**src/rtl/ysyx_25040109_axi_xbar_n_if.sv**
```systemverilog
// Upstream AXI4 bus (core side) and downstream N-slave fan-out bundle for the crossbar.
// Downstream response payloads are flattened N_SLV x field width.
interface ysyx_25040109_axi_xbar_n_if #(
  parameter int ADDR_W = 32,
  parameter int DATA_W = 32,
  parameter int ID_W   = 4
);
  logic              arvalid, arready;
  logic [ADDR_W-1:0] araddr;
  logic [ID_W-1:0]   arid;
  logic [7:0]        arlen;
  logic [2:0]        arsize;
  logic [1:0]        arburst;
  logic              rvalid, rready, rlast;
  logic [DATA_W-1:0] rdata;
  logic [1:0]        rresp;
  logic [ID_W-1:0]   rid;
  logic              awvalid, awready;
  logic [ADDR_W-1:0] awaddr;
  logic [ID_W-1:0]   awid;
  logic [7:0]        awlen;
  logic [2:0]        awsize;
  logic [1:0]        awburst;
  logic              wvalid, wready, wlast;
  logic [DATA_W-1:0] wdata;
  logic [DATA_W/8-1:0] wstrb;
  logic              bvalid, bready;
  logic [1:0]        bresp;
  logic [ID_W-1:0]   bid;

  modport master (
    output arvalid, araddr, arid, arlen, arsize, arburst, rready,
           awvalid, awaddr, awid, awlen, awsize, awburst,
           wvalid, wdata, wstrb, wlast, bready,
    input  arready, rvalid, rdata, rresp, rid, rlast, awready, wready, bvalid, bresp, bid
  );
  modport slave (
    input  arvalid, araddr, arid, arlen, arsize, arburst, rready,
           awvalid, awaddr, awid, awlen, awsize, awburst,
           wvalid, wdata, wstrb, wlast, bready,
    output arready, rvalid, rdata, rresp, rid, rlast, awready, wready, bvalid, bresp, bid
  );
endinterface

interface ysyx_25040109_axi_xbar_n_dn_if #(
  parameter int N_SLV  = 3,
  parameter int ADDR_W = 32,
  parameter int DATA_W = 32,
  parameter int ID_W   = 4
);
  logic [N_SLV-1:0]        m_arvalid, m_arready, m_rvalid, m_rready, m_rlast;
  logic [N_SLV-1:0]        m_awvalid, m_awready, m_wvalid, m_wready, m_bvalid, m_bready;
  logic [ADDR_W-1:0]       m_araddr, m_awaddr;
  logic [ID_W-1:0]         m_arid, m_awid;
  logic [7:0]              m_arlen, m_awlen;
  logic [2:0]              m_arsize, m_awsize;
  logic [1:0]              m_arburst, m_awburst;
  logic [DATA_W-1:0]       m_wdata;
  logic [DATA_W/8-1:0]     m_wstrb;
  logic                    m_wlast;
  logic [N_SLV*DATA_W-1:0] m_rdata;
  logic [N_SLV*2-1:0]      m_rresp, m_bresp;
  logic [N_SLV*ID_W-1:0]   m_rid, m_bid;

  modport master (
    output m_arvalid, m_rready, m_awvalid, m_wvalid, m_bready,
           m_araddr, m_arid, m_arlen, m_arsize, m_arburst,
           m_awaddr, m_awid, m_awlen, m_awsize, m_awburst, m_wdata, m_wstrb, m_wlast,
    input  m_arready, m_rvalid, m_rlast, m_awready, m_wready, m_bvalid,
           m_rdata, m_rresp, m_rid, m_bresp, m_bid
  );
  modport slave (
    input  m_arvalid, m_rready, m_awvalid, m_wvalid, m_bready,
           m_araddr, m_arid, m_arlen, m_arsize, m_arburst,
           m_awaddr, m_awid, m_awlen, m_awsize, m_awburst, m_wdata, m_wstrb, m_wlast,
    output m_arready, m_rvalid, m_rlast, m_awready, m_wready, m_bvalid,
           m_rdata, m_rresp, m_rid, m_bresp, m_bid
  );
endinterface

```
**src/rtl/ysyx_25040109_axi_xbar_n.sv**
```systemverilog
// 1-to-N AXI4 crossbar: independent read/write address decode, combinational routing,
// and burst-length-aware DECERR for unmapped or illegal (burst to simple slave) accesses.
module ysyx_25040109_axi_xbar_n #(
  parameter int N_SLV  = 3,
  parameter int ADDR_W = 32,
  parameter int DATA_W = 32,
  parameter int ID_W   = 4,
  parameter logic [N_SLV*ADDR_W-1:0] SLV_BASE   = {32'h10010000, 32'h10000000, 32'h80000000},
  parameter logic [N_SLV*ADDR_W-1:0] SLV_MASK   = {32'hFFFFFFF8, 32'hFFFFFFF0, 32'hF8000000},
  parameter logic [N_SLV-1:0]        SLV_SIMPLE = 3'b110
) (
  input  logic clk,
  input  logic rst_n,
  ysyx_25040109_axi_xbar_n_if.slave     up,
  ysyx_25040109_axi_xbar_n_dn_if.master dn
);
  localparam int         SEL_W     = (N_SLV > 1) ? $clog2(N_SLV) : 1;
  localparam logic [2:0] FULL_SIZE = 3'($clog2(DATA_W/8));

  typedef enum logic [1:0] {R_IDLE, R_FWD, R_ERR} rd_state_t;
  typedef enum logic [2:0] {W_IDLE, W_FWD, W_SINK, W_RESP, W_ERRB} wr_state_t;

  rd_state_t        r_rd_state;
  wr_state_t        r_wr_state;
  logic [SEL_W-1:0] r_rd_sel, r_wr_sel;
  logic [ID_W-1:0]  r_rd_id, r_wr_id;
  logic [7:0]       r_rd_cnt;

  logic [N_SLV-1:0]  w_ar_hits, w_aw_hits;
  logic              w_ar_hit, w_aw_hit;
  logic [SEL_W-1:0]  w_ar_sel, w_aw_sel;
  logic [DATA_W-1:0] w_rdata [N_SLV];
  logic [1:0]        w_rresp [N_SLV];
  logic [1:0]        w_bresp [N_SLV];
  logic [ID_W-1:0]   w_rid   [N_SLV];
  logic [ID_W-1:0]   w_bid   [N_SLV];

  genvar gi;
  generate
    for (gi = 0; gi < N_SLV; gi++) begin : g_slv
      localparam logic [ADDR_W-1:0] BASE = SLV_BASE[gi*ADDR_W +: ADDR_W];
      localparam logic [ADDR_W-1:0] MASK = SLV_MASK[gi*ADDR_W +: ADDR_W];
      // Simple slaves only match single-beat, full-width INCR accesses; anything else is a DECERR.
      assign w_ar_hits[gi] = ((up.araddr & MASK) == BASE) && (!SLV_SIMPLE[gi] ||
                             (up.arlen == 8'd0 && up.arsize == FULL_SIZE && up.arburst == 2'b01));
      assign w_aw_hits[gi] = ((up.awaddr & MASK) == BASE) && (!SLV_SIMPLE[gi] ||
                             (up.awlen == 8'd0 && up.awsize == FULL_SIZE && up.awburst == 2'b01));
      assign w_rdata[gi] = dn.m_rdata[gi*DATA_W +: DATA_W];
      assign w_rresp[gi] = dn.m_rresp[gi*2 +: 2];
      assign w_rid[gi]   = dn.m_rid[gi*ID_W +: ID_W];
      assign w_bresp[gi] = dn.m_bresp[gi*2 +: 2];
      assign w_bid[gi]   = dn.m_bid[gi*ID_W +: ID_W];
    end
  endgenerate

  function automatic logic [SEL_W-1:0] f_first(input logic [N_SLV-1:0] hits);
    f_first = '0;
    for (int i = N_SLV - 1; i >= 0; i--) begin
      if (hits[i]) f_first = SEL_W'(i);
    end
  endfunction

  assign w_ar_hit = |w_ar_hits;
  assign w_aw_hit = |w_aw_hits;
  assign w_ar_sel = f_first(w_ar_hits);
  assign w_aw_sel = f_first(w_aw_hits);

  assign dn.m_araddr  = up.araddr;
  assign dn.m_arid    = up.arid;
  assign dn.m_arlen   = up.arlen;
  assign dn.m_arsize  = up.arsize;
  assign dn.m_arburst = up.arburst;
  assign dn.m_awaddr  = up.awaddr;
  assign dn.m_awid    = up.awid;
  assign dn.m_awlen   = up.awlen;
  assign dn.m_awsize  = up.awsize;
  assign dn.m_awburst = up.awburst;
  assign dn.m_wdata   = up.wdata;
  assign dn.m_wstrb   = up.wstrb;
  assign dn.m_wlast   = up.wlast;

  // Read routing; everything stays 0 while rst_n is low.
  always_comb begin
    dn.m_arvalid = '0;
    dn.m_rready  = '0;
    up.arready   = 1'b0;
    up.rvalid    = 1'b0;
    up.rdata     = '0;
    up.rresp     = 2'b00;
    up.rid       = '0;
    up.rlast     = 1'b0;
    if (rst_n) begin
      case (r_rd_state)
        R_IDLE: begin
          if (w_ar_hit) begin
            dn.m_arvalid[w_ar_sel] = up.arvalid;
            up.arready             = dn.m_arready[w_ar_sel];
          end else begin
            up.arready = 1'b1;
          end
        end
        R_FWD: begin
          up.rvalid            = dn.m_rvalid[r_rd_sel];
          up.rdata             = w_rdata[r_rd_sel];
          up.rresp             = w_rresp[r_rd_sel];
          up.rid               = w_rid[r_rd_sel];
          up.rlast             = dn.m_rlast[r_rd_sel];
          dn.m_rready[r_rd_sel] = up.rready;
        end
        R_ERR: begin
          up.rvalid = 1'b1;
          up.rresp  = 2'b11;
          up.rid    = r_rd_id;
          up.rlast  = (r_rd_cnt == 8'd0);
        end
        default: ;
      endcase
    end
  end

  always_comb begin
    dn.m_awvalid = '0;
    dn.m_wvalid  = '0;
    dn.m_bready  = '0;
    up.awready   = 1'b0;
    up.wready    = 1'b0;
    up.bvalid    = 1'b0;
    up.bresp     = 2'b00;
    up.bid       = '0;
    if (rst_n) begin
      case (r_wr_state)
        W_IDLE: begin
          if (w_aw_hit) begin
            dn.m_awvalid[w_aw_sel] = up.awvalid;
            up.awready             = dn.m_awready[w_aw_sel];
          end else begin
            up.awready = 1'b1;
          end
        end
        W_FWD: begin
          dn.m_wvalid[r_wr_sel] = up.wvalid;
          up.wready             = dn.m_wready[r_wr_sel];
        end
        W_SINK: up.wready = 1'b1;
        W_RESP: begin
          up.bvalid             = dn.m_bvalid[r_wr_sel];
          up.bresp              = w_bresp[r_wr_sel];
          up.bid                = w_bid[r_wr_sel];
          dn.m_bready[r_wr_sel] = up.bready;
        end
        W_ERRB: begin
          up.bvalid = 1'b1;
          up.bresp  = 2'b11;
          up.bid    = r_wr_id;
        end
        default: ;
      endcase
    end
  end

  always_ff @(posedge clk or negedge rst_n) begin
    if (!rst_n) begin
      r_rd_state <= R_IDLE;
      r_rd_sel   <= '0;
      r_rd_id    <= '0;
      r_rd_cnt   <= 8'd0;
    end else begin
      case (r_rd_state)
        R_IDLE: if (up.arvalid && up.arready) begin
          r_rd_sel   <= w_ar_sel;
          r_rd_id    <= up.arid;
          r_rd_cnt   <= up.arlen;
          r_rd_state <= w_ar_hit ? R_FWD : R_ERR;
        end
        R_FWD: if (up.rvalid && up.rready && up.rlast) r_rd_state <= R_IDLE;
        R_ERR: if (up.rready) begin
          if (r_rd_cnt == 8'd0) r_rd_state <= R_IDLE;
          else                  r_rd_cnt   <= r_rd_cnt - 8'd1;
        end
        default: r_rd_state <= R_IDLE;
      endcase
    end
  end

  always_ff @(posedge clk or negedge rst_n) begin
    if (!rst_n) begin
      r_wr_state <= W_IDLE;
      r_wr_sel   <= '0;
      r_wr_id    <= '0;
    end else begin
      case (r_wr_state)
        W_IDLE: if (up.awvalid && up.awready) begin
          r_wr_sel   <= w_aw_sel;
          r_wr_id    <= up.awid;
          r_wr_state <= w_aw_hit ? W_FWD : W_SINK;
        end
        W_FWD:  if (up.wvalid && up.wready && up.wlast) r_wr_state <= W_RESP;
        W_SINK: if (up.wvalid && up.wlast)              r_wr_state <= W_ERRB;
        W_RESP: if (up.bvalid && up.bready)             r_wr_state <= W_IDLE;
        W_ERRB: if (up.bready)                          r_wr_state <= W_IDLE;
        default: r_wr_state <= W_IDLE;
      endcase
    end
  end
endmodule

```
**src/flat_wrapper.sv**
```systemverilog
// flat-port wrapper written by rule: the top's interface ports become plain ports
module ysyx_25040109_axi_xbar_n_flat 
#(
  parameter int N_SLV  = 3,
  parameter int ADDR_W = 32,
  parameter int DATA_W = 32,
  parameter int ID_W   = 4,
  parameter logic [N_SLV*ADDR_W-1:0] SLV_BASE   = {32'h10010000, 32'h10000000, 32'h80000000},
  parameter logic [N_SLV*ADDR_W-1:0] SLV_MASK   = {32'hFFFFFFF8, 32'hFFFFFFF0, 32'hF8000000},
  parameter logic [N_SLV-1:0]        SLV_SIMPLE = 3'b110
)
  (clk, rst_n, up_arvalid, up_araddr, up_arid, up_arlen, up_arsize, up_arburst, up_rready, up_awvalid, up_awaddr, up_awid, up_awlen, up_awsize, up_awburst, up_wvalid, up_wdata, up_wstrb, up_wlast, up_bready, up_arready, up_rvalid, up_rdata, up_rresp, up_rid, up_rlast, up_awready, up_wready, up_bvalid, up_bresp, up_bid, dn_m_arvalid, dn_m_rready, dn_m_awvalid, dn_m_wvalid, dn_m_bready, dn_m_araddr, dn_m_arid, dn_m_arlen, dn_m_arsize, dn_m_arburst, dn_m_awaddr, dn_m_awid, dn_m_awlen, dn_m_awsize, dn_m_awburst, dn_m_wdata, dn_m_wstrb, dn_m_wlast, dn_m_arready, dn_m_rvalid, dn_m_rlast, dn_m_awready, dn_m_wready, dn_m_bvalid, dn_m_rdata, dn_m_rresp, dn_m_rid, dn_m_bresp, dn_m_bid);
  ysyx_25040109_axi_xbar_n_if #(.ADDR_W(ADDR_W), .DATA_W(DATA_W), .ID_W(ID_W)) up_i ();
  ysyx_25040109_axi_xbar_n_dn_if #(.N_SLV(N_SLV), .ADDR_W(ADDR_W), .DATA_W(DATA_W), .ID_W(ID_W)) dn_i ();
  input  logic clk;
  input  logic rst_n;
  input wire logic [$bits(up_i.arvalid)-1:0] up_arvalid;
  input wire logic [$bits(up_i.araddr)-1:0] up_araddr;
  input wire logic [$bits(up_i.arid)-1:0] up_arid;
  input wire logic [$bits(up_i.arlen)-1:0] up_arlen;
  input wire logic [$bits(up_i.arsize)-1:0] up_arsize;
  input wire logic [$bits(up_i.arburst)-1:0] up_arburst;
  input wire logic [$bits(up_i.rready)-1:0] up_rready;
  input wire logic [$bits(up_i.awvalid)-1:0] up_awvalid;
  input wire logic [$bits(up_i.awaddr)-1:0] up_awaddr;
  input wire logic [$bits(up_i.awid)-1:0] up_awid;
  input wire logic [$bits(up_i.awlen)-1:0] up_awlen;
  input wire logic [$bits(up_i.awsize)-1:0] up_awsize;
  input wire logic [$bits(up_i.awburst)-1:0] up_awburst;
  input wire logic [$bits(up_i.wvalid)-1:0] up_wvalid;
  input wire logic [$bits(up_i.wdata)-1:0] up_wdata;
  input wire logic [$bits(up_i.wstrb)-1:0] up_wstrb;
  input wire logic [$bits(up_i.wlast)-1:0] up_wlast;
  input wire logic [$bits(up_i.bready)-1:0] up_bready;
  output wire logic [$bits(up_i.arready)-1:0] up_arready;
  output wire logic [$bits(up_i.rvalid)-1:0] up_rvalid;
  output wire logic [$bits(up_i.rdata)-1:0] up_rdata;
  output wire logic [$bits(up_i.rresp)-1:0] up_rresp;
  output wire logic [$bits(up_i.rid)-1:0] up_rid;
  output wire logic [$bits(up_i.rlast)-1:0] up_rlast;
  output wire logic [$bits(up_i.awready)-1:0] up_awready;
  output wire logic [$bits(up_i.wready)-1:0] up_wready;
  output wire logic [$bits(up_i.bvalid)-1:0] up_bvalid;
  output wire logic [$bits(up_i.bresp)-1:0] up_bresp;
  output wire logic [$bits(up_i.bid)-1:0] up_bid;
  output wire logic [$bits(dn_i.m_arvalid)-1:0] dn_m_arvalid;
  output wire logic [$bits(dn_i.m_rready)-1:0] dn_m_rready;
  output wire logic [$bits(dn_i.m_awvalid)-1:0] dn_m_awvalid;
  output wire logic [$bits(dn_i.m_wvalid)-1:0] dn_m_wvalid;
  output wire logic [$bits(dn_i.m_bready)-1:0] dn_m_bready;
  output wire logic [$bits(dn_i.m_araddr)-1:0] dn_m_araddr;
  output wire logic [$bits(dn_i.m_arid)-1:0] dn_m_arid;
  output wire logic [$bits(dn_i.m_arlen)-1:0] dn_m_arlen;
  output wire logic [$bits(dn_i.m_arsize)-1:0] dn_m_arsize;
  output wire logic [$bits(dn_i.m_arburst)-1:0] dn_m_arburst;
  output wire logic [$bits(dn_i.m_awaddr)-1:0] dn_m_awaddr;
  output wire logic [$bits(dn_i.m_awid)-1:0] dn_m_awid;
  output wire logic [$bits(dn_i.m_awlen)-1:0] dn_m_awlen;
  output wire logic [$bits(dn_i.m_awsize)-1:0] dn_m_awsize;
  output wire logic [$bits(dn_i.m_awburst)-1:0] dn_m_awburst;
  output wire logic [$bits(dn_i.m_wdata)-1:0] dn_m_wdata;
  output wire logic [$bits(dn_i.m_wstrb)-1:0] dn_m_wstrb;
  output wire logic [$bits(dn_i.m_wlast)-1:0] dn_m_wlast;
  input wire logic [$bits(dn_i.m_arready)-1:0] dn_m_arready;
  input wire logic [$bits(dn_i.m_rvalid)-1:0] dn_m_rvalid;
  input wire logic [$bits(dn_i.m_rlast)-1:0] dn_m_rlast;
  input wire logic [$bits(dn_i.m_awready)-1:0] dn_m_awready;
  input wire logic [$bits(dn_i.m_wready)-1:0] dn_m_wready;
  input wire logic [$bits(dn_i.m_bvalid)-1:0] dn_m_bvalid;
  input wire logic [$bits(dn_i.m_rdata)-1:0] dn_m_rdata;
  input wire logic [$bits(dn_i.m_rresp)-1:0] dn_m_rresp;
  input wire logic [$bits(dn_i.m_rid)-1:0] dn_m_rid;
  input wire logic [$bits(dn_i.m_bresp)-1:0] dn_m_bresp;
  input wire logic [$bits(dn_i.m_bid)-1:0] dn_m_bid;
  assign up_i.arvalid = up_arvalid;
  assign up_i.araddr = up_araddr;
  assign up_i.arid = up_arid;
  assign up_i.arlen = up_arlen;
  assign up_i.arsize = up_arsize;
  assign up_i.arburst = up_arburst;
  assign up_i.rready = up_rready;
  assign up_i.awvalid = up_awvalid;
  assign up_i.awaddr = up_awaddr;
  assign up_i.awid = up_awid;
  assign up_i.awlen = up_awlen;
  assign up_i.awsize = up_awsize;
  assign up_i.awburst = up_awburst;
  assign up_i.wvalid = up_wvalid;
  assign up_i.wdata = up_wdata;
  assign up_i.wstrb = up_wstrb;
  assign up_i.wlast = up_wlast;
  assign up_i.bready = up_bready;
  assign up_arready = up_i.arready;
  assign up_rvalid = up_i.rvalid;
  assign up_rdata = up_i.rdata;
  assign up_rresp = up_i.rresp;
  assign up_rid = up_i.rid;
  assign up_rlast = up_i.rlast;
  assign up_awready = up_i.awready;
  assign up_wready = up_i.wready;
  assign up_bvalid = up_i.bvalid;
  assign up_bresp = up_i.bresp;
  assign up_bid = up_i.bid;
  assign dn_m_arvalid = dn_i.m_arvalid;
  assign dn_m_rready = dn_i.m_rready;
  assign dn_m_awvalid = dn_i.m_awvalid;
  assign dn_m_wvalid = dn_i.m_wvalid;
  assign dn_m_bready = dn_i.m_bready;
  assign dn_m_araddr = dn_i.m_araddr;
  assign dn_m_arid = dn_i.m_arid;
  assign dn_m_arlen = dn_i.m_arlen;
  assign dn_m_arsize = dn_i.m_arsize;
  assign dn_m_arburst = dn_i.m_arburst;
  assign dn_m_awaddr = dn_i.m_awaddr;
  assign dn_m_awid = dn_i.m_awid;
  assign dn_m_awlen = dn_i.m_awlen;
  assign dn_m_awsize = dn_i.m_awsize;
  assign dn_m_awburst = dn_i.m_awburst;
  assign dn_m_wdata = dn_i.m_wdata;
  assign dn_m_wstrb = dn_i.m_wstrb;
  assign dn_m_wlast = dn_i.m_wlast;
  assign dn_i.m_arready = dn_m_arready;
  assign dn_i.m_rvalid = dn_m_rvalid;
  assign dn_i.m_rlast = dn_m_rlast;
  assign dn_i.m_awready = dn_m_awready;
  assign dn_i.m_wready = dn_m_wready;
  assign dn_i.m_bvalid = dn_m_bvalid;
  assign dn_i.m_rdata = dn_m_rdata;
  assign dn_i.m_rresp = dn_m_rresp;
  assign dn_i.m_rid = dn_m_rid;
  assign dn_i.m_bresp = dn_m_bresp;
  assign dn_i.m_bid = dn_m_bid;
  ysyx_25040109_axi_xbar_n #(.N_SLV(N_SLV), .ADDR_W(ADDR_W), .DATA_W(DATA_W), .ID_W(ID_W), .SLV_BASE(SLV_BASE), .SLV_MASK(SLV_MASK), .SLV_SIMPLE(SLV_SIMPLE)) u_core (.clk(clk), .rst_n(rst_n), .up(up_i), .dn(dn_i));
endmodule
```
**config.mk**
```make
export PLATFORM = sky130hd
export DESIGN_NAME = ysyx_25040109_axi_xbar_n_flat
export DESIGN_NICKNAME = d
export VERILOG_FILES = /design/src/rtl/ysyx_25040109_axi_xbar_n_if.sv /design/src/rtl/ysyx_25040109_axi_xbar_n.sv /design/src/flat_wrapper.sv
export SDC_FILE = /design/constraint.sdc
export NUM_CORES = 1
export LEC_CHECK = 0
export CORE_AREA = 2 2 191 193
export DETAILED_ROUTE_END_ITERATION = 10
export DIE_AREA = 0 0 193 195
export PLACE_DENSITY_LB_ADDON = 0.2
export SLEW_MARGIN = 20
export SYNTH_ARGS = -nofsm -noshare
export SYNTH_HDL_FRONTEND = slang
export SYNTH_SLANG_ARGS = --single-unit
```
**constraint.sdc**
```tcl
create_clock -name clk -period 2.9 [get_ports clk]
set_input_delay 0.58 -clock clk [delete_from_list [all_inputs] [get_ports clk]]
set_output_delay 0.58 -clock clk [all_outputs]
set_load 0.05 [all_outputs]
```
### Yosys cells after proc, flatten, opt, wreduce, memory -nomap -nowiden

Cells that the tools add are included.

| operators by class | value |
|---|---|
| multiplexer cells | 94 |
| add/sub/neg operators | 1 |
| eq/ne operators | 26 |
| shift operators | 0 |
| reductions and logical operators | 33 |
| multiply operators | 0 |
| bitwise gates (word level) | 7 |
| magnitude comparators | 10 |
| divide/modulo/power cells | 0 |

Operators by type and width:

| kind | count |
|---|---|
| $mux 32 | 4 |
| $bmux 32 s2 | 1 |
| $eq 29x26->1 const B | 2 |
| $eq 28x25->1 const B | 2 |
| $mux 3 | 17 |
| $mux 2 | 18 |
| $logic_not 8->1 | 3 |
| $mux 4 | 6 |
| $mux 8 | 3 |
| $logic_and 1x1->1 | 20 |
| $mux 1 | 20 |
| $bmux 4 s2 | 2 |
| $pmux 4 s2 | 2 |
| $pmux 8 s2 | 1 |
| $and 3x3->3 | 5 |
| $pmux 3 s5 | 1 |
| $ne 2x1->1 const B | 7 |
| $bmux 1 s2 | 6 |
| $eq 3x2->1 const B | 4 |
| $lt 2x3->1 const B | 4 |
| $eq 5x5->1 const B | 2 |
| $bmux 2 s2 | 2 |
| $demux 1 s2 | 4 |
| $ge 2x1->1 const B | 4 |
| 18 further kinds | 31 |

| storage, ports and cells | value |
|---|---|
| memory bits (read-only) | 0 |
| bits of input ports | 292 |
| latch bits | 0 |
| flip-flop bits (word level) | 25 |
| bits in writable memories | 0 |
| memories kept | 0 |
| logic and storage cells | 178 |
| output and inout bits | 200 |

### Longest topological paths before layout

Gate-level depths: netlist (run 1).

| depth | value |
|---|---|
| depth after elaboration | 15 |
| depth in mapped cells | 10 |
| gate-level depth less buffers | 9 |

### Worst setup path before layout (run 1)

OpenSTA, ideal clock, no wires.

| timing path | value |
|---|---|
| path type | input-to-output |
| start point | input up_araddr[7] |
| end point | output dn_m_arvalid[1] |
| required time | 2,320 ps |
| arrival time | 3,000 ps |
| path slack | -680 ps |
| stages on the path | 4 |
| path buffers | 0 |
| cell sequence | or4_4 > nor4_1 > or2b_1 > nor4_1 |

| on the way | value |
|---|---|
| cells in the longest elaborated chain, start to end | 13 |
| elaborated cells between the ends (all ways) | 17 |
| classes of those cells | order compare: 2; eq/ne: 2; mux: 8; bitwise: 1; reduce/logical: 4 |

RTL lines:

| what | line | text |
|---|---|---|
| start: declaration | flat_wrapper.sv:18 | `input wire logic [$bits(up_i.araddr)-1:0] up_araddr;` |
| $eq 29x26->1 | ysyx_25040109_axi_xbar_n.sv:44 | `assign w_ar_hits[gi] = ((up.araddr & MASK) == BASE) && (!SLV_SIMPLE[gi] \|\|` |
| $logic_and 1x1->1 | ysyx_25040109_axi_xbar_n.sv:44 |  |
| $mux 2 (3 in series) | ysyx_25040109_axi_xbar_n.sv:59 | `if (hits[i]) f_first = SEL_W'(i);` |
| $lt 2x3->1 (not written as such) / $ge 2x1->1 (equally long branches) | ysyx_25040109_axi_xbar_n.sv:96 | `dn.m_arvalid[w_ar_sel] = up.arvalid;` |
| $logic_and 1x1->1 (not written as such) | ysyx_25040109_axi_xbar_n.sv:96 |  |
| $mux 1 (not written as such) | ysyx_25040109_axi_xbar_n.sv:96 |  |
| $demux 1 s2 | - |  |
| $and 3x3->3 (no source line) | - |  |
| $mux 3 * | ysyx_25040109_axi_xbar_n.sv:95 | `if (w_ar_hit) begin` |
| $mux 3 * | ysyx_25040109_axi_xbar_n.sv:93 | `case (r_rd_state)` |
| $mux 3 * | ysyx_25040109_axi_xbar_n.sv:92 | `if (rst_n) begin` |
| end: declaration | flat_wrapper.sv:46 | `output wire logic [$bits(dn_i.m_arvalid)-1:0] dn_m_arvalid;` |

Every way passes the cells marked *; elsewhere a longest branch is shown, timed or not.

### Worst setup path in the final report (run 1)

| timing path | value |
|---|---|
| start point | input up_araddr[8] |
| end point | output up_arready |

| on the way | value |
|---|---|
| cells in the longest elaborated chain, start to end | 10 |
| elaborated cells between the ends (all ways) | 13 |
| classes of those cells | eq/ne: 2; mux: 8; reduce/logical: 3 |

RTL lines:

| what | line | text |
|---|---|---|
| $eq 29x26->1 | ysyx_25040109_axi_xbar_n.sv:44 |  |
| $logic_and 1x1->1 | ysyx_25040109_axi_xbar_n.sv:44 |  |
| $mux 2 (3 in series) | ysyx_25040109_axi_xbar_n.sv:59 |  |
| $bmux 1 s2 | ysyx_25040109_axi_xbar_n.sv:97 | `up.arready = dn.m_arready[w_ar_sel];` |
| $mux 1 (not written as such) | ysyx_25040109_axi_xbar_n.sv:97 |  |
| $mux 1 * | ysyx_25040109_axi_xbar_n.sv:95 |  |
| $mux 1 * | ysyx_25040109_axi_xbar_n.sv:93 |  |
| $mux 1 * | ysyx_25040109_axi_xbar_n.sv:92 |  |
| end: declaration | flat_wrapper.sv:35 | `output wire logic [$bits(up_i.arready)-1:0] up_arready;` |

Every way passes the cells marked *; elsewhere a longest branch is shown, timed or not. The select of a mux whose other input is x is not followed.

==> results of run 1 <==
final cells by class:
type	instances	area, um2	area share
multi-input cells	398	2730	0.289
clock buffers	3	75.1	0.00795
repair buffers	506	5390	0.571
flip-flops and latches	25	627	0.0664
well taps	461	577	0.0611
clock inverters	1	8.76	0.000927
inverters	11	41.3	0.00437
sequential cells by signal (all words and copies together) (netlist names):
register	cells
u_core.r_rd_id	4
u_core.r_rd_sel	2
u_core.r_wr_sel	2
u_core.r_rd_cnt	8
u_core.r_wr_state	3
u_core.r_rd_state	2
u_core.r_wr_id	4
timing repair:
| action | 4_1_cts | 5_1_grt |
|---|---|---|
| pin swaps | 24 | 29 |
| gates resized for setup | 72 | 45 |
| endpoints found under the setup margin | 30 | 13 |
| setup buffers | 3 | 5 |
metal layers:
metal  GRT usage  up-vias  part of all wire
met2       0.239      264              0.55
met5           0        -                 0
li1            -     2642                 -
met4      0.0129        0            0.0098
met3      0.0275       12             0.081
met1       0.123     2380              0.36
power breakdown:
group	internal [W]	switching (W)	total (W)
clock network	0.000191	0.000146	0.000337
logic	0.00105	0.00111	0.00216
registers	0.000482	0.000136	0.000618
total	0.00172	0.00139	0.00311
cell families after synthesis:
kind of cell | after synthesis
and+or+nand+nor | 231
buffers and inverters | 177
AOI/OAI and AO/OA | 98
muxes | 63
DFF | 25
adders and majority gates | 5
xor gates and xnor gates | 1
critical path: cells and delay by family:
family	cells	cell delay (ns)
simple gates	3	0.80
compound gates	1	0.28
buf+inv	4	0.54
mux	1	0.22
path summary, 6_finish.rpt:
check	from	endpoint	slack (ns)	cells past startpoint
setup reg to reg	u_core.r_rd_state[1]	u_core.r_rd_state[0]	0.48	8
setup / recovery	up_araddr[8]	up_arready	-0.11	9
min in group clk	u_core.r_wr_id[1]	u_core.r_wr_id[1]	0.51	1
hold / removal	rst_n	u_core.r_rd_id[1]	0.19	1
hold reg to reg	u_core.r_wr_id[1]	u_core.r_wr_id[1]	0.51	1
max in group asynchronous	rst_n	u_core.r_rd_cnt[6]	2.23	2
metrics by stage:
| step | setup slack (ns) | setup TNS (ns) | util | cells | cell area, um2 |
|---|---|---|---|---|---|
| floorplan | 0.0890 | 0 | - | 600 | 4350 |
| global placement | -0.615 | -12.07 | 0.257 | 1394 | 9110 |
| detailed placement | -0.691 | -13.50 | 0.257 | 1394 | 9110 |
| CTS | -0.198 | -0.364 | 0.263 | 1400 | 9300 |
| global route | -0.193 | -0.403 | 0.267 | 1405 | 9450 |
| finish | -0.107 | -0.154 | 0.267 | 1405 | 9450 |
cells in the final DEF (no fill, tap or decap), types with 5 or more instances in the layout:
cell type | synthesis | routed
nor3b_1 | 9 | 9
clkdlybuf4s50_1 | 0 | 231
ha_1 | 5 | 5
mux2i_1 | 54 | 54
nor4_2 | 0 | 11
o21ai_0 | 20 | 20
dlygate4sd2_1 | 0 | 25
nor3_1 | 17 | 14
inv_1 | 11 | 11
buf_4 | 136 | 143
a21oi_1 | 43 | 43
dlymetal6s2s_1 | 0 | 21
buf_6 | 2 | 5
nand3b_1 | 6 | 6
nor2b_1 | 12 | 11
buf_12 | 0 | 69
mux2_2 | 8 | 8
nand3_1 | 16 | 16
nor2_1 | 95 | 92
nand2_1 | 38 | 38
dfrtp_1 | 25 | 24
clkdlybuf4s15_1 | 0 | 5
a22oi_1 | 8 | 8
==> results by group, run 1 <==
Synth
  – Post-synth cell types: 54
  – Seq/Total Area, Yosys: 0.145
  – Synthesized area: 4310 um2
  – Synthesized area per cell: about 7.2 um2
  – Asr flop ratio synth: 1.00
  – Post-Syn Instances: 600
  – Yosys top cell area share: 0.237
  – Ys Warns: 0
  – Synth Area in XOR/XNOR: 0.00203
  – Area leader, netlist: buf_4
  – Synth Register Bits: 25
  – Top_reg_cell synth: dfrtp_1
  – Mux contribution to synthesized area: 0.152
  – EDFF count, synth: 0
  – Top cells by count, synth: 136 x buf_4, 95 x nor2_1, 54 x mux2i_1
  – Area share of and/or/nand/nor cells after synthesis: 0.266
  – Synthesized net count: about 900
  – Synthesized-area fraction occupied by adder cells: 0.0145
  – Most area-consuming cells after synthesis: buf_4 24%, dfrtp_1 15%, mux2i_1 13%
  – Most numerous cell in the Yosys netlist: buf_4
  – Synth Area in Compound Gates: 0.145
  – Largest family of logic cells by synthesized area: buffers and inverters

Clock network
  – Htree depth: 1
  – Clk root buf: clkbuf_16
  – CTS buffer count: 3
  – Cts hold-fix bufs: 0
  – Clock sinks: 25
  – Max clock buf depth: 2
  – Worst-Skew Late Latency: about 0.27 ns
  – CTS tree: built
  – Worst-path clk slew: 0.08 ns

STA
  – Clock skew: 0.00236 ns
  – Fin. Hold Viols: 0
  – Tmin final: ~3.0 ns
  – RSZ-0062 raised after global routing: true
  – Setup violations, final: 2
  – Rel. slew slack: 0.646
  – Max Freq: between 300 and 400 MHz
  – Final setup margin: -0.107 ns
  – Hold Slack: 0.193 ns
  – Tcrit/Tclk final: 1.04
  – Max-slew violations: 0
  – Worst slew pin tran: 0.531 ns

Routing
  – Antenna Nets Post-Route: 0
  – Routed len/inst: 17.4 um
  – Via count: 5298
  – Final WL: 24500 um
  – Drt pass-1 iters: 4
  – Residual DRC: 0
  – First-iteration detailed-routing DRC count: 163
  – DR vias/cell: 3.77

Setup path
  – Worst-path fanout max: 2
  – Crit-path most repeated cell: buf_6
  – WP data required: 2.32 ns
  – Critical path type: primary input to output port
  – Slowest stage delay, CP: 0.55 ns
  – Worst Path Arrival: 2.43 ns
  – Critical path cell sequence: buf_6 > or4_4 > buf_6 > nor4_4 > buf_4 > nand4bb_4 > mux2i_4 > o211a_4 > buf_12
  – Worst setup EP type: output port
  – Critical Path Start Type: primary input
  – CP max stage cell: or4_4

Finish
  – Layout area overhead: 119%
  – Nets: ~1200
  – Share of layout cells above drive strength 1: 0.294
  – # diodes: 0
  – FILL cells: 3876

GRT
  – Number of global-route vias before repair: 5265
  – GRT overflow: 0
  – First-pass GRT wire length: 33100 um
  – Largest net degree at the start of global routing: 34
  – Initial antenna violation count: 0
  – GRT Total Usage: 0.118

Floorplanning
  – Die width: 193 um
  – Core area: 35400 um2
  – Die area: 37600 um2
  – Boundary Pins: 492
  – Initial Utilization: 0.122
  – Site Rows: around 70
  – Vert. Die Dim: 195 um

Placed design
  – DP HPWL: about 21000 um
  – IO Port Bufs: 407
  – Gpl congestion: 0.760

Power and ir drop
  – IR drop worst, VDD: 0.205 mV
  – Final Power: 0.00311 W
  – Leakage: 3.82 nW
  – Pwr Density: 329 nW/um2

Status
  – Failing checks: negative setup slack
  – Status: finished with violations

Min path
  – Hold Crit Class: primary input to asynchronous set/reset pin

Flow run
  – Max-cap violations: 0
No activity file was read; power rests on OpenSTA's default activity.
==> inputs of run 2 (changes only) <==
--- a/config.mk
+++ b/config.mk
@@ -9,6 +9,7 @@
 export DETAILED_ROUTE_END_ITERATION = 10
 export DIE_AREA = 0 0 193 195
 export PLACE_DENSITY_LB_ADDON = 0.2
+export SKIP_LAST_GASP = 1
 export SLEW_MARGIN = 20
 export SYNTH_ARGS = -nofsm -noshare
 export SYNTH_HDL_FRONTEND = slang
==> results by group, run 2 (synthesized netlist as in run 1, its figures left out) <==
Setup path
  – Worst Path Arrival: 2.43 ns (about the same)
  – Slowest stage delay, CP: 0.29 ns (-0.26 ns)
  – Worst Setup EP: up_arready
  – Register-to-Register Path Depth: 8 (unchanged)
  – FF-to-FF Start: u_core.r_rd_state[1]
  – CP max stage cell: nor4_4
  – Critical path type: primary input to output port
  – Worst Setup SP: up_arlen[7]
  – Reg2Reg Setup Slack: 0.49 ns (about the same)
  – Critical path cell sequence: dlygate4sd2_1 > nor4_2 > buf_4 > nand4_1 > buf_6 > buf_12 > nor4_4 > a21oi_2 > o211a_4 > buf_12
  – Worst setup EP type: output port
  – WP data required: 2.32 ns (about the same)
  – Crit-path leading delay family: buffers and inverters
  – Worst path bufs/invs: 5 (+1)
  – Critical Path Start Type: primary input
  – WP depth: 10 (+1)
  – Crit-path most repeated cell: buf_12
  – Worst-path fanout max: 3 (+1)
  – R2r endpoint: u_core.r_rd_state[0]

Routing
  – Final WL: 24500 um (about the same)
  – Via count: 5314 (+0.30%)
  – Routed len/inst: 17.4 um (about the same)
  – Antenna Nets Post-Route: 0 (unchanged)
  – DR vias/cell: 3.78 (+0.30%)
  – Drt pass-1 iters: 4 (unchanged)
  – Residual DRC: 0 (unchanged)
  – First-iteration detailed-routing DRC count: 175 (+7.4%)

Clock network
  – CTS buffer count: 3 (unchanged)
  – Max clock buf depth: 2 (unchanged)
  – CTS tree: built
  – Clock sinks: 25 (unchanged)
  – Htree depth: 1 (unchanged)
  – Worst-path clk slew: 0.08 ns (about the same)
  – Worst-Skew Late Latency: 0.27 ns (about the same)
  – Clk root buf: clkbuf_16

Floorplanning
  – Vert. Die Dim: 195 um (unchanged)
  – Die width: 193 um (unchanged)
  – Initial Utilization: 0.122 (unchanged)
  – Site Rows: 69 (unchanged)
  – Die area: 37600 um2 (unchanged)
  – Core area: 35400 um2 (unchanged)
  – Boundary Pins: 492 (unchanged)

Finish
  – Register area: 627 um2 (unchanged)
  – FILL cells: 3877 (+0.026%)
  – Register name with the most flops: u_core.r_rd_cnt
  – Most frequent cells in the layout: 234 x clkdlybuf4s50_1, 143 x buf_4, 92 x nor2_1
  – Multi-input logic area: 2730 um2 (unchanged)
  – Most common cell after layout, fill and taps aside: clkdlybuf4s50_1
  – Nets: 1242 (unchanged)
  – Largest register FFs: 8 (unchanged)
  – Layout area overhead: 119% (about the same)
  – Share of layout cells above drive strength 1: 0.293 (-0.00106)
  – Fin cells: 1405 (unchanged)
  – Largest registers: u_core.r_rd_cnt x8, u_core.r_rd_id x4, u_core.r_wr_id x4
  – # diodes: 0 (unchanged)

GRT
  – First-pass GRT wire length: 33100 um (about the same)
  – Initial antenna violation count: 0 (unchanged)
  – GRT overflow: 0 (unchanged)
  – Number of global-route vias before repair: 5264 (-0.019%)
  – Largest net degree at the start of global routing: 34 (unchanged)
  – GRT Total Usage: 0.118 (about the same)

STA
  – Final setup margin: -0.110 ns (-0.00230 ns)
  – Tmin final: 3.01 ns (+0.00230 ns)
  – Max-slew violations: 0 (unchanged)
  – RSZ-0062 raised after global routing: true
  – Rel. slew slack: 0.649 (+0.00331)
  – Worst slew pin tran: 0.522 ns (-0.00899 ns)
  – Max Freq: 332 MHz (about the same)
  – Clock skew: 0.00236 ns (+0.00000555 ns)
  – Tcrit/Tclk final: 1.04 (about the same)
  – Fin. Hold Viols: 0 (unchanged)
  – Setup violations, final: 3 (+1)
  – Hold Slack: 0.190 ns (-0.00222 ns)

Placed design
  – Placed Instances: 1394 (unchanged)
  – IO Port Bufs: 407 (unchanged)
  – Pre-CTS WS: -0.691 ns (unchanged)
  – Gpl congestion: 0.760 (unchanged)
  – DP HPWL: 21300 um (unchanged)

Power and ir drop
  – IR drop worst, VDD: 0.208 mV (+1.4%)
  – Pwr Density: 330 nW/um2 (+0.14%)
  – Final Power: 0.00311 W (about the same)
  – Leakage: 3.80 nW (-0.69%)

Status
  – Status: finished with violations
  – Failing checks: negative setup slack

Flow run
  – Max-cap violations: 0 (unchanged)

Min path
  – Hold Crit Class: primary input to asynchronous set/reset pin
==> run 2: changes by cell type in the layout (fill, tap and decap cells not counted) <==
cell             change
clkdlybuf4s50_1      +3
dlygate4sd2_1        +1
clkbuf_2             -1
dlymetal6s2s_1       -3
==> run 2: how the worst min path moves through the flow <==
stage | to | slack [ns] | startpoint
final | u_core.r_rd_id[1] | 0.19 | rst_n
after global routing | u_core.r_rd_id[0] | 0.20 | rst_n
after CTS | u_core.r_rd_id[3] | 0.20 | rst_n
after detailed placement | u_core.r_wr_id[1] | 0.50 | u_core.r_wr_id[1]
after global placement | u_core.r_wr_id[1] | 0.49 | u_core.r_wr_id[1]
after floorplan | u_core.r_rd_cnt[0] | 0.28 | rst_n
==> run 2: area by class of cell <==
class | count | area share
inverter | 11 | 0.00437
clock inverter | 1 | 0.000928
sequential | 25 | 0.0664
multi-input combinational | 398 | 0.289
clock buffer | 3 | 0.00795
timing repair buffer | 506 | 0.570
tap | 461 | 0.0611
==> run 2: where the power goes <==
| part | internal, W | switching [W] | total (W) |
|---|---|---|---|
| registers | 0.000482 | 0.000136 | 0.000619 |
| logic | 0.00105 | 0.00111 | 0.00216 |
| clock network | 0.000191 | 0.000148 | 0.000339 |
==> run 2: layer usage <==
metal  routed length, um  part of all wire  up-vias  GRT usage
li1                    -                 -     2639          -
met2               13500              0.55      270      0.239
met1                8720              0.36     2393      0.123
met5                   0                 0        -          0
met4                 240            0.0098        0     0.0129
met3                2020             0.082       12     0.0275
==> run 2: repair_timing <==
| item | 4_1_cts | 5_1_grt |
|---|---|---|
| hold buffers | 0 | 0 |
| gates resized for setup | 71 | 41 |
| setup endpoints to repair | 30 | 13 |
| buffers inserted | 3 | 5 |
| endpoints found under the hold margin | 0 | 0 |
| pin swaps | 24 | 28 |
==> run 2: metrics by stage <==
stage	utilization	setup TNS (ns)	instance area, um2
4_1_cts	0.263	-0.393	9290
5_1_grt	0.267	-0.452	9440
6_report	0.267	-0.172	9440
3_3_place_gp	0.257	-12.07	9110
3_5_place_dp	0.257	-13.50	9110
2_1_floorplan	-	0	4350
==> inputs of run 3 (changes only) <==
--- a/config.mk
+++ b/config.mk
@@ -5,9 +5,9 @@
 export SDC_FILE = /design/constraint.sdc
 export NUM_CORES = 1
 export LEC_CHECK = 0
-export CORE_AREA = 2 2 191 193
+export CORE_AREA = 2 2 193 195
 export DETAILED_ROUTE_END_ITERATION = 10
-export DIE_AREA = 0 0 193 195
+export DIE_AREA = 0 0 195 197
 export PLACE_DENSITY_LB_ADDON = 0.2
 export SKIP_LAST_GASP = 1
 export SLEW_MARGIN = 20
==> constraint.sdc (replaced) <==
create_clock -name clk -period 3.8 [get_ports clk]
set_input_delay 0.76 -clock clk [delete_from_list [all_inputs] [get_ports clk]]
set_output_delay 0.76 -clock clk [all_outputs]
set_load 0.05 [all_outputs]
==> results by group, run 3 (synthesized netlist as in run 1, its figures left out) <==
STA
  – Tmin final: approximately 3.7 ns
  – Fin. Hold Viols: 0 (unchanged)
  – Tcrit/Tclk final: 0.971
  – Worst slew pin tran: 0.715 ns (+0.193 ns)
  – Max-slew violations: 0 (unchanged)
  – Clock skew: 0.00416 ns (+0.00179 ns)
  – Rel. slew slack: 0.522 (-0.127)
  – Hold Slack: 0.420 ns (+0.229 ns)
  – Max Freq: 271 MHz
  – RSZ-0062 raised after global routing: false
  – Setup violations, final: 0 (-3)

Finish
  – Layout area overhead: 104%
  – # diodes: 0 (unchanged)
  – Share of layout cells above drive strength 1: 0.144 (-0.149)
  – FILL cells: 4030 (+3.9%)
  – Most frequent cells in the layout: 354 x clkdlybuf4s50_1, 94 x nor2_1, 54 x mux2i_1
  – Nets: 1186 (-4.5%)
  – Register name with the most flops: u_core.r_rd_cnt
  – Largest registers: u_core.r_rd_cnt x8, u_core.r_rd_id x4, u_core.r_wr_id x4
  – Most common cell after layout, fill and taps aside: clkdlybuf4s50_1
  – Design area: 8770 um2 (-7.1%)
  – Largest register FFs: 8 (unchanged)

Setup path
  – Crit-path leading delay family: simple AND/OR/NAND/NOR gates
  – WP data required: 3.04 ns (+0.72 ns)
  – Worst setup EP type: output port
  – Critical path cell sequence: clkdlybuf4s50_1 > or4_4 > or3_4 > nor4_4 > a21oi_2 > o211a_1 > buf_12
  – Worst-path fanout max: 2 (-1)
  – Critical path type: primary input to output port
  – Worst Path Arrival: 2.93 ns (+0.50 ns)
  – CP max stage cell: or4_4
  – Critical Path Start Type: primary input
  – Slowest stage delay, CP: 0.58 ns (+0.29 ns)
  – Worst path bufs/invs: 2 (-3)

Routing
  – Residual DRC: 0 (unchanged)
  – Antenna Nets Post-Route: 0 (unchanged)
  – Final WL: 21900 um (-10%)
  – Via count: 5097 (-4.1%)
  – Drt pass-1 iters: 4 (unchanged)
  – First-iteration detailed-routing DRC count: 162 (-7.4%)
  – DR vias/cell: 3.76 (-0.62%)
  – Routed len/inst: 16.2 um (-7.2%)

Power and ir drop
  – Leakage: 3.12 nW (-18%)
  – Sw Ratio: 0.449 (+0.00101)
  – IR drop worst, VDD: 0.151 mV (-28%)
  – Combinational power share: 0.686 (-0.007)
  – Clk pwr share: 0.109 (about the same)
  – Switching power: 0.00103 W (-26%)
  – Share of power burned in registers: 0.206 (+0.007)
  – Pwr Density: 263 nW/um2 (-20%)
  – Int Pwr: 0.00127 W (-26%)

Floorplanning
  – Initial Utilization: 0.119 (-0.00290)
  – Vert. Die Dim: 197 um (+1.0%)
  – Core area: 36300 um2 (+2.4%)
  – Site Rows: 70 (+1.4%)
  – Boundary Pins: 492 (unchanged)
  – Die area: 38400 um2 (+2.1%)
  – Die width: 195 um (+1.0%)

Clock network
  – Clk root buf: clkbuf_16
  – Worst-path clk slew: 0.07 ns (about the same)
  – Max clock buf depth: 2 (unchanged)
  – Worst-Skew Late Latency: 0.27 ns (about the same)
  – Htree depth: 1 (unchanged)
  – Clock sinks: 25 (unchanged)
  – CTS tree: built
  – CTS buffer count: 3 (unchanged)
  – Cts hold-fix bufs: 0 (unchanged)

Placed design
  – Gpl congestion: 0.749 (-1.5%)
  – Placed Instance Area: 8650 um2 (-5.1%)
  – DP HPWL: 18700 um (-12%)
  – IO Port Bufs: 407 (unchanged)

GRT
  – Largest net degree at the start of global routing: 44 (+29%)
  – Number of global-route vias before repair: 5000 (-5.0%)
  – First-pass GRT wire length: 31400 um (-5.2%)
  – GRT Total Usage: 0.106 (-0.0118)
  – Initial antenna violation count: 0 (unchanged)
  – Grt met2 use: 0.196 (-0.0425)
  – Met3 Use GR: 0.0236 (-0.00388)
  – Met1 usage: 0.125 (+0.00170)
  – GRT overflow: 0 (unchanged)
  – Most Crowded Layer GR: met2

Status
  – Status: finished, final reports clean

Flow run
  – Max-cap violations: 0 (unchanged)

Min path
  – Hold Crit Class: primary input to asynchronous set/reset pin
## run 3: per-layer routing
layer,wire [um],vias to the layer above
li1,-,2539
met1,8610,2295
met2,11400,241
met3,1590,22
met4,348,0
met5,0,-
## run 3: timing repair
action | CTS | global route
setup buffers | 0 | 0
pin swaps | 0 | 1
gates resized for setup | 2 | 5
endpoints found under the setup margin | 2 | 3
## run 3: metrics by stage
stage	power, W	std cells	utilization	TNS [ns]	worst slack, ns
after floorplan	0.00152	600	-	0	0.281
after global placement	0.00206	1352	0.238	-0.259	-0.179
after detailed placement	0.00207	1352	0.238	-0.155	-0.106
after CTS	0.00234	1356	0.241	0	0.00870
after global routing	0.00247	1356	0.242	0	0.0103
final	0.00230	1356	0.242	0	0.110
## run 3: cell type report
type,instances,area (um2),share of cell area
Inverter,11,41.3,0.00471
Timing Repair Buffer,450,4890,0.557
Clock inverter,1,5.00,0.000571
Sequential cell,25,627,0.0715
Clock buffer,3,75.1,0.00856
Multi-Input combinational cell,398,2550,0.291
Tap cell,468,586,0.0668
## run 3: path summary, 6_finish.rpt
path / cells past startpoint / end / slack [ns] / from
max: 7 / up_arready / 0.11 / up_araddr[7]
min: 1 / u_core.r_wr_state[2] / 0.42 / rst_n
max reg2reg: 6 / u_core.r_rd_state[0] / 1.03 / u_core.r_rd_sel[1]
min reg2reg: 1 / u_core.r_wr_id[2] / 0.51 / u_core.r_wr_id[2]
max in group asynchronous: 3 / u_core.r_rd_cnt[0] / 2.70 / rst_n
min in group clk: 1 / u_core.r_wr_id[2] / 0.51 / u_core.r_wr_id[2]
## run 3: power groups by stage
stage / sequential (W) / combinational (W) / clock, W
2_1_floorplan: 0.000438 / 0.00108 / 0
3_3_place_gp: 0.000476 / 0.00159 / 0
3_5_place_dp: 0.000478 / 0.00159 / 0
4_1_cts: 0.000474 / 0.00160 / 0.000272
5_1_grt: 0.000492 / 0.00169 / 0.000280
6_report: 0.000474 / 0.00158 / 0.000251
